**src/rtl/ora_comp_ctrl_pkg.sv**
```systemverilog
// Shared definitions for the comparator-based ORA sequencer: state encoding and
// counter width helper.
package ora_comp_ctrl_pkg;

  localparam logic [2:0] ST_IDLE  = 3'd0;
  localparam logic [2:0] ST_APPLY = 3'd1;
  localparam logic [2:0] ST_WAIT  = 3'd2;
  localparam logic [2:0] ST_CMP   = 3'd3;
  localparam logic [2:0] ST_DONE  = 3'd4;

  typedef enum logic [2:0] {
    IDLE  = ST_IDLE,
    APPLY = ST_APPLY,
    WAIT  = ST_WAIT,
    CMP   = ST_CMP,
    DONE  = ST_DONE
  } state_t;

  // Bits needed to hold the values 0..n-1, never less than one.
  function automatic int cnt_width(input int n);
    return (n < 2) ? 1 : $clog2(n);
  endfunction

endpackage

```
**src/rtl/ora_comp_ctrl_if.sv**
```systemverilog
// Handshake/result bundle between the LBIST controller and the ORA sequencer.
// ORA_FIRST_FAIL_EN adds the first-failure capture signals.
interface ora_comp_ctrl_if #(
  parameter int BITS  = 2,
  parameter int CNT_W = 5
);
  logic              start;
  logic [0:BITS-1]   cut_out;
  logic [0:BITS-1]   gold_out;
  logic              pat_en;
  logic [CNT_W-1:0]  pat_idx;
  logic              busy;
  logic              done;
  logic              pass;
  logic [CNT_W-1:0]  fail_cnt;
`ifdef ORA_FIRST_FAIL_EN
  logic              first_fail_vld;
  logic [CNT_W-1:0]  first_fail_idx;

  modport slave  (input  start, cut_out, gold_out,
                  output pat_en, pat_idx, busy, done, pass, fail_cnt,
                         first_fail_vld, first_fail_idx);
  modport master (output start, cut_out, gold_out,
                  input  pat_en, pat_idx, busy, done, pass, fail_cnt,
                         first_fail_vld, first_fail_idx);
`else
  modport slave  (input  start, cut_out, gold_out,
                  output pat_en, pat_idx, busy, done, pass, fail_cnt);
  modport master (output start, cut_out, gold_out,
                  input  pat_en, pat_idx, busy, done, pass, fail_cnt);
`endif
endinterface

```
**src/rtl/ora_comp_ctrl_comp.sv**
```systemverilog
// XNOR response comparator: res=1 when any bit of the CUT word differs from golden.
module comp #(
  parameter int BITS = 2
) (
  input  logic [0:BITS-1] a,
  input  logic [0:BITS-1] b,
  output logic            res
);

  assign res = ~&(a ~^ b);

endmodule

```
**src/rtl/ora_comp_ctrl.sv**
```systemverilog
// Comparator-ORA sequencer: steps NPAT patterns, settles, compares, counts mismatches.
// Optional first-failure capture when ORA_FIRST_FAIL_EN is defined.
//
// state | meaning
// IDLE  | waiting for start
// APPLY | pat_en strobe, advance pattern source
// WAIT  | SETTLE cycles for CUT response to settle
// CMP   | sample comparator, count mismatch, next pattern or finish
// DONE  | result valid, waiting for start
module ora_comp_ctrl
  import ora_comp_ctrl_pkg::*;
#(
  parameter int BITS   = 2,
  parameter int NPAT   = 16,
  parameter int SETTLE = 1,
  parameter int CNT_W  = 5
) (
  input logic            clk,
  input logic            rst,
  ora_comp_ctrl_if.slave bus
);

  localparam int               WAIT_W      = cnt_width(SETTLE);
  localparam logic [CNT_W-1:0] LAST_IDX    = CNT_W'(NPAT - 1);
  localparam logic [CNT_W-1:0] CNT_MAX     = '1;
  localparam logic [WAIT_W-1:0] WAIT_LOAD  = WAIT_W'((SETTLE > 0) ? SETTLE - 1 : 0);
  localparam state_t           AFTER_APPLY = (SETTLE > 0) ? WAIT : CMP;

  state_t             state;
  state_t             state_nxt;
  logic [WAIT_W-1:0]  wait_cnt;
  logic [CNT_W-1:0]   pat_idx;
  logic [CNT_W-1:0]   fail_cnt;
  logic               res;
  logic               sess_clr;
  logic               idx_inc;
  logic               fail_inc;

  comp #(.BITS(BITS)) u_comp (
    .a   (bus.cut_out),
    .b   (bus.gold_out),
    .res (res)
  );

  always_ff @(posedge clk or posedge rst) begin
    if (rst) state <= IDLE;
    else     state <= state_nxt;
  end

  always_comb begin
    state_nxt = state;
    sess_clr  = 1'b0;
    idx_inc   = 1'b0;
    fail_inc  = 1'b0;
    case (state)
      IDLE, DONE: begin
        if (bus.start) begin
          state_nxt = APPLY;
          sess_clr  = 1'b1;
        end
      end
      APPLY: state_nxt = AFTER_APPLY;
      WAIT: begin
        if (wait_cnt == '0) state_nxt = CMP;
      end
      CMP: begin
        fail_inc = res;
        if (pat_idx == LAST_IDX) begin
          state_nxt = DONE;
        end else begin
          idx_inc   = 1'b1;
          state_nxt = APPLY;
        end
      end
      default: state_nxt = IDLE;
    endcase
  end

`ifdef ORA_FIRST_FAIL_EN
  logic             ff_vld;
  logic [CNT_W-1:0] ff_idx;
`endif

  always_ff @(posedge clk or posedge rst) begin
    if (rst) begin
      pat_idx  <= '0;
      fail_cnt <= '0;
      wait_cnt <= '0;
`ifdef ORA_FIRST_FAIL_EN
      ff_vld   <= 1'b0;
      ff_idx   <= '0;
`endif
    end else begin
      if (sess_clr) begin
        pat_idx  <= '0;
        fail_cnt <= '0;
`ifdef ORA_FIRST_FAIL_EN
        ff_vld   <= 1'b0;
        ff_idx   <= '0;
`endif
      end else begin
        if (idx_inc) pat_idx <= pat_idx + 1'b1;
        if (fail_inc && fail_cnt != CNT_MAX) fail_cnt <= fail_cnt + 1'b1;
`ifdef ORA_FIRST_FAIL_EN
        // only the earliest mismatch of a session is kept
        if (fail_inc && !ff_vld) begin
          ff_vld <= 1'b1;
          ff_idx <= pat_idx;
        end
`endif
      end
      if (state == APPLY)                        wait_cnt <= WAIT_LOAD;
      else if (state == WAIT && wait_cnt != '0)  wait_cnt <= wait_cnt - 1'b1;
    end
  end

  // Outputs decode the state register directly, so reset clears them at once.
  assign bus.pat_en   = (state == APPLY);
  assign bus.busy     = (state == APPLY) || (state == WAIT) || (state == CMP);
  assign bus.done     = (state == DONE);
  assign bus.pass     = (state == DONE) && (fail_cnt == '0);
  assign bus.pat_idx  = pat_idx;
  assign bus.fail_cnt = fail_cnt;
`ifdef ORA_FIRST_FAIL_EN
  assign bus.first_fail_vld = ff_vld;
  assign bus.first_fail_idx = ff_idx;
`endif

endmodule

```
**src/flat_wrapper.sv**
```systemverilog
// flat-port wrapper written by rule: the top's interface ports become plain ports
module ora_comp_ctrl_flat import ora_comp_ctrl_pkg::*;
#(
  parameter int BITS   = 2,
  parameter int NPAT   = 16,
  parameter int SETTLE = 1,
  parameter int CNT_W  = 5
)
  (clk, rst, bus_start, bus_cut_out, bus_gold_out, bus_pat_en, bus_pat_idx, bus_busy, bus_done, bus_pass, bus_fail_cnt);
  ora_comp_ctrl_if #(.BITS(BITS), .CNT_W(CNT_W)) bus_i ();
  input logic clk;
  input logic rst;
  input wire logic [$bits(bus_i.start)-1:0] bus_start;
  input wire logic [$bits(bus_i.cut_out)-1:0] bus_cut_out;
  input wire logic [$bits(bus_i.gold_out)-1:0] bus_gold_out;
  output wire logic [$bits(bus_i.pat_en)-1:0] bus_pat_en;
  output wire logic [$bits(bus_i.pat_idx)-1:0] bus_pat_idx;
  output wire logic [$bits(bus_i.busy)-1:0] bus_busy;
  output wire logic [$bits(bus_i.done)-1:0] bus_done;
  output wire logic [$bits(bus_i.pass)-1:0] bus_pass;
  output wire logic [$bits(bus_i.fail_cnt)-1:0] bus_fail_cnt;
  assign bus_i.start = bus_start;
  assign bus_i.cut_out = bus_cut_out;
  assign bus_i.gold_out = bus_gold_out;
  assign bus_pat_en = bus_i.pat_en;
  assign bus_pat_idx = bus_i.pat_idx;
  assign bus_busy = bus_i.busy;
  assign bus_done = bus_i.done;
  assign bus_pass = bus_i.pass;
  assign bus_fail_cnt = bus_i.fail_cnt;
  ora_comp_ctrl #(.BITS(BITS), .NPAT(NPAT), .SETTLE(SETTLE), .CNT_W(CNT_W)) u_core (.clk(clk), .rst(rst), .bus(bus_i));
endmodule
```
**config.mk**
```make
export PLATFORM = sky130hd
export DESIGN_NAME = ora_comp_ctrl_flat
export DESIGN_NICKNAME = d
export VERILOG_FILES = /design/src/rtl/ora_comp_ctrl_pkg.sv /design/src/rtl/ora_comp_ctrl_if.sv /design/src/rtl/ora_comp_ctrl_comp.sv /design/src/rtl/ora_comp_ctrl.sv /design/src/flat_wrapper.sv
export SDC_FILE = /design/constraint.sdc
export NUM_CORES = 1
export LEC_CHECK = 0
export BUFFER_PORTS_ARGS = -buffer_cell sky130_fd_sc_hd__buf_2
export CAP_MARGIN = 20
export CELL_PAD_IN_SITES_DETAIL_PLACEMENT = 1
export CELL_PAD_IN_SITES_GLOBAL_PLACEMENT = 2
export CORE_ASPECT_RATIO = 0.9
export CORE_MARGIN = 10
export CORE_UTILIZATION = 33
export CTS_BUF_LIST = sky130_fd_sc_hd__clkbuf_8
export DETAILED_ROUTE_END_ITERATION = 8
export GPL_TIMING_DRIVEN = 1
export PLACE_DENSITY_LB_ADDON = 0.1
export SYNTH_ARGS = -nofsm -noshare
export SYNTH_HDL_FRONTEND = slang
export SYNTH_SLANG_ARGS = --single-unit
```
**constraint.sdc**
```tcl
create_clock -name clk -period 2.4 [get_ports clk]
set_clock_uncertainty 0.1 [all_clocks]
set_input_delay 0.12 -clock clk [delete_from_list [all_inputs] [get_ports clk]]
set_output_delay 0.12 -clock clk [all_outputs]
set_load 0.005 [all_outputs]
```
; After elaboration in Yosys (flattened, before gate mapping)
; Cells that the tools add are included.
[totals]
output_inout_bits = 14
inputBits = 7
word_cells = 45
register_bits = 14
[classes]
add_sub_neg = 3
n_eq_ne = 8
bitwise = 1
n_mux = 15
reduce_logical = 14
[ops]
columns = op, n
row1 = $mux W5, 4
row2 = $pmux W3 S4, 1
row3 = $add A5 B1 Y5 const B, 2
row4 = $mux W3, 3
row5 = $mux W1, 7
row6 = $eq A3 B2 Y1 const B, 2
row7 = $reduce_bool A2 Y1, 3
row8 = $eq A5 B4 Y1 const B, 1
row9 = $logic_not A5 Y1, 1
row10 = $ne A5 B5 Y1 const B, 1
row11 = $ne A2 B2 Y1 const B, 2
row12 = $reduce_and A2 Y1, 2
row13 = $eq A3 B1 Y1 const B, 1
row14 = $eq A3 B3 Y1 const B, 1
row15 = $logic_and A1 B1 Y1, 3
row16 = $logic_not A3 Y1, 1
row17 = $logic_or A1 B1 Y1, 2
row18 = $reduce_or A2 Y1, 1
row19 = $xnor A2 B2 Y2, 1
row20 = $logic_not A1 Y1, 1
row21 = $sub A1 B1 Y1 const B, 1

; Longest topological paths before layout
[logic_depth]
depth_word = 7
depth_mapped = 8
ltp_nobuf = 7

; Modules after synthesis
; From an unflattened synthesis, not the netlist that was laid out.
[unflattened]
hier_cells = 77
hier_area_um2 = 784.5
[modules_own_cells]
columns = mod, cells_per_inst, area_each_um2, instances, seq_area_each_um2
row1 = ora_comp_ctrl, 74, 763.2, 1, 350.3
row2 = comp, 3, 21.3, 1, 0.0

; Worst setup path after synthesis
; No wires, ideal clock.
[synth_timing]
path_type = register to register
start = reg u_core.pat_idx[0] (netlist: u_core.bus.pat_idx[0])
end = reg u_core.pat_idx[3] (netlist: u_core.bus.pat_idx[3])
period_less_slack_ns = 1.791
setup_time_ns = 0.124
path_buffers = 1
path_slack_ns = 0.609
arrival_ns = 1.567
t_required_ns = 2.176
path_stages_with_launch = 9
cell_sequence = dfrtp_1 ha_1 and3_1 ha_1 nand4bb_4 buf_6 nor2_4 xnor2_1 a21oi_1
[synth_between]
elab_chain_cells = 4
word_cells_on_any_way = 7
cone_classes = add/sub: 1 / eq/ne: 1 / mux: 4 / reduce/logical: 1
[synth_rtl]
columns = item, line_no
row1 = from (decl), ora_comp_ctrl.sv:32  ; logic [CNT_W-1:0] pat_idx;
row2 = from (signal assigned), ora_comp_ctrl.sv:102  ; if (idx_inc) pat_idx <= pat_idx + 1'b1;
row3 = "parallel branches: the longest is 4 deep, another holds $add A5 B1 Y5", -
; Parallel ways; which one is timed is not known. The select of a mux whose other input is x is not followed.
; A chain may end at the register's enable or synchronous reset.

; Final worst setup path
[layout_timing]
start = reg u_core.fail_cnt[0] (netlist: u_core.bus.fail_cnt[0])
end = reg u_core.fail_cnt[2] (netlist: u_core.bus.fail_cnt[2])
[layout_between]
elab_chain_cells = 3
word_cells_on_any_way = 6
cone_classes = add/sub: 1 / eq/ne: 1 / mux: 2 / reduce/logical: 2
[layout_rtl]
columns = item, line_no
row1 = from (decl), ora_comp_ctrl.sv:33  ; logic [CNT_W-1:0] fail_cnt;
row2 = from (signal assigned), ora_comp_ctrl.sv:103  ; if (fail_inc && fail_cnt != CNT_MAX) fail_cnt <= fail_cnt + 1'b1;
row3 = $add A5 B1 Y5 / $ne A5 B5 Y1 (equally long branches), ora_comp_ctrl.sv:103
row4 = $mux W5 / $logic_and A1 B1 Y1 (equally long branches), ora_comp_ctrl.sv:103
row5 = $mux W5 / $reduce_bool A2 Y1 (equally long branches), -
; Several ways; a longest one is shown, not always the timed one. The select of a mux whose other input is x is not followed.

==> impl_results.md <==
- R2R cell count: 6
- Critical Path AT: ~1.9 ns
- Yosys warns: 0
- Tmin final: 1.90 ns
- ANT cells: 0
- Critical path fanouts, max: 10
- R2R Path End: u_core.bus.fail_cnt[2]
- #FFs+latches synth: 14
- CP peak stage delay: between 0.4 and 0.5 ns
- CTS max path bufs: 2
- WL per Instance: roughly 15 um
- # clock sinks: 14
- Clock edge transition at the registers on the reported setup and hold paths: roughly 0.06 ns
- Static Leakage: roughly 0.47 nW
- Max IR drop VDD: 0.500 mV
- Pin count of the biggest net entering global routing: 15
- Syn_area_per_cell: between 10 and 15 um^2
- Root Buffer: clkbuf_8
- Cell type of the slowest stage on the worst timing path: dfrtp_1
- IO Port Bufs: 20
- Vias in the first global route: 650
- Worst R2R Start: u_core.bus.fail_cnt[0]
- Setup bufs post-CTS: 0
- Initial DRC count: 40
- Hold Path Origin: bus_start
- DR vias: 628
- Initial core utilization: 35.7%
- Gpl congestion: between 0.6 and 0.7
- Worst-Skew Late Latency: 0.24 ns
- Predominant post-synthesis flop cell: dfrtp_1
- RSZ-0062 raised after global routing: false
- Setup TNS: 0 ns
- Avg Vias per Cell: 4.94
- Outcome: complete, no violations
- Antenna Nets Post-Route: 0
- Crit path cell chain: ha_1 -> and3_1 -> ha_1 -> nor2_1 -> o2111ai_4 -> a31o_1
- Distinct cell type count after synthesis: 27
- CP Capture Type: register
- Least-Margin Pin Slew: 0.574 ns
- Largest area contributor in the netlist: dfrtp_1
- Setup crit start: u_core.bus.fail_cnt[0]
- Max-slew violations: 0
- Share of cells above drive strength 1: a little over a quarter
- Buffers & Inverters on Critical Path: 0
- Top Usage Layer GRT: met2
- I/O pins: 21
- Most instantiated cells after synthesis: dfrtp_1 (14), inv_1 (9), nand3_1 (9)
- Async SR Flop Fraction: 100%
- First-pass GRT wire length: ~3200 um
- Hold Path Class: primary input to register
- Total gr overflow: 0
- Synthesis-to-layout area growth: 19.2%
- Total track usage: 8.32%
- Row count: 16
- Worst EP required: between 2 and 2.5 ns
- Most frequent CP cell: ha_1
- Critical path class: register to register
- Setup slack, reg-to-reg: approximately 0.50 ns
- CTS buffer count: 3
- Max-slew headroom: 61.7%
- PD cells: 1060 nW/um^2
- CTS tree: yes
- Fin nets: 114
- Chip height: ~67 um
- Post-Syn Instances: 79
- Max Fclk: 0.525 GHz
- M3 GR Usage: around 4.4%
- Area contributors post-synth: dfrtp_1 (43%), ha_1 (7.7%), nand3_1 (5.6%)
- Met2 usage: roughly an eighth
- Post-synth top area share: about 43%
- Crit-path leading delay family: compound AO/OA/AOI/OAI gates
- Final Setup Violations: 0
- DIE WIDTH: roughly 72 um
- Sequential fraction of the synthesis area: between 40% and 50%
- DR pass1 iterations: 4
- Most frequent cell after synthesis: dfrtp_1
- Hold Path End: u_core.bus.pat_idx[3]
- Max-cap viol count: 0
- # DRC: 0
- Post-Syn Nets: 91
- Period utilisation layout: between 70 and 80%
- Post-synth EDFFs: 0
- Final Hold Fails: 0
- Area of the die: 4830 um^2
- H-tree depth: 1
- Post-DP HPWL: ~1400 um
- Synthesized area: approximately 800 um^2
- Routed wire length: between 1500 and 2000 um
- GR Util met1: about a tenth
- Initial antenna violation count: 0
- Post-layout util: 42.6%
- Hold path depth: 2
- Setup crit start kind: register
- Core area: roughly 2300 um^2
- Fillers: around 280
worst reg2reg max path: stages (launching register included):
cell       delay (ns)
dfrtp_1          0.43
ha_1             0.24
and3_1           0.18
ha_1             0.18
nor2_1           0.17
o2111ai_4        0.22
a31o_1           0.28
state kept, by name, summed over array words and instances, names as in the netlist:
| name | flops |
|---|---|
| u_core.bus.fail_cnt | 5 |
| u_core.bus.pat_idx | 5 |
| u_core.state | 3 |
| u_core.wait_cnt | 1 |
worst max-delay path by stage:
stage / endpoint / cells past startpoint
floorplan: u_core.bus.pat_idx[3] / 8
global placement: u_core.bus.pat_idx[3] / 7
detailed placement: u_core.bus.fail_cnt[2] / 6
CTS: u_core.bus.fail_cnt[2] / 6
global route: u_core.bus.fail_cnt[2] / 6
finish: u_core.bus.fail_cnt[2] / 6
power breakdown:
| part | leakage [nW] | switching (mW) | total [mW] | internal (mW) |
|---|---|---|---|---|
| Sequential | 0.184 | 0.122 | 0.435 | 0.313 |
| Combinational | 0.265 | 0.206 | 0.387 | 0.181 |
| Clock | 0.0216 | 0.0846 | 0.196 | 0.111 |
metrics by stage:
step	power, mW	hold slack (ns)	worst slack (ns)	area [um^2]	cells
floorplan	0.726	-0.0908	0.609	808	79
detailed placement	0.842	0.116	0.489	912	123
global placement	0.827	0.109	0.512	912	123
CTS	1.04	0.00350	0.479	963	127
global route	1.12	0.00942	0.344	963	127
finish	1.02	0.00219	0.496	963	127
area by class of cell:
cell class	instances	area [um^2]	area share [%]
multi-input cells	53	394	40.9
flip-flops and latches	14	350	36.4
repair buffers	21	110	11.4
clock buffers	3	41.3	4.29
inverters	9	33.8	3.51
well taps	27	33.8	3.51
logic make-up (layout without fill, tap and decap cells):
group / Yosys count / in the layout / share of synthesized area [%]
simple gates: 27 / 27 / 21.4
xor+xnor: 5 / 5 / 5.42
compound gates: 15 / 15 / 13.0
mux: 1 / 1 / 1.24
fa+ha+maj: 5 / 5 / 7.74
buf+inv: 12 / 33 / 7.89
flops: 14 / 14 / 43.3
cells in the final DEF, fill, tap and decap left out:
cell type      count
nand4bb_4          1
nor2_4             1
nor2_2             1
buf_2             20
nor2b_1            1
dlygate4sd3_1      1
xnor2_1            2
a21oi_1            2
ha_1               5
nand3_1            9
o21ai_1            3
o211ai_1           1
nor2_1             4
inv_1              9
mux2i_1            1
o31ai_1            1
a31o_1             1
dfrtp_1           14
nand2b_1           3
o2111ai_4          1
nand4b_1           1
and3_1             2
nor4_1             1
o21ai_0            6
nand2_1            2
clkbuf_8           3
xor2_1             3
nor3b_1            1
routing by layer:
layer  share of wire, %  up-vias
met5                  0        -
met4               0.48        0
met3                6.5        2
met2                 46       15
met1                 47      297
li1                   -      314
timing repair:
action,4_1_cts,5_1_grt
endpoints found under the hold margin,14,0
hold buffers,1,0
resized for setup,0,0
Power figures use the tool's default switching activity.
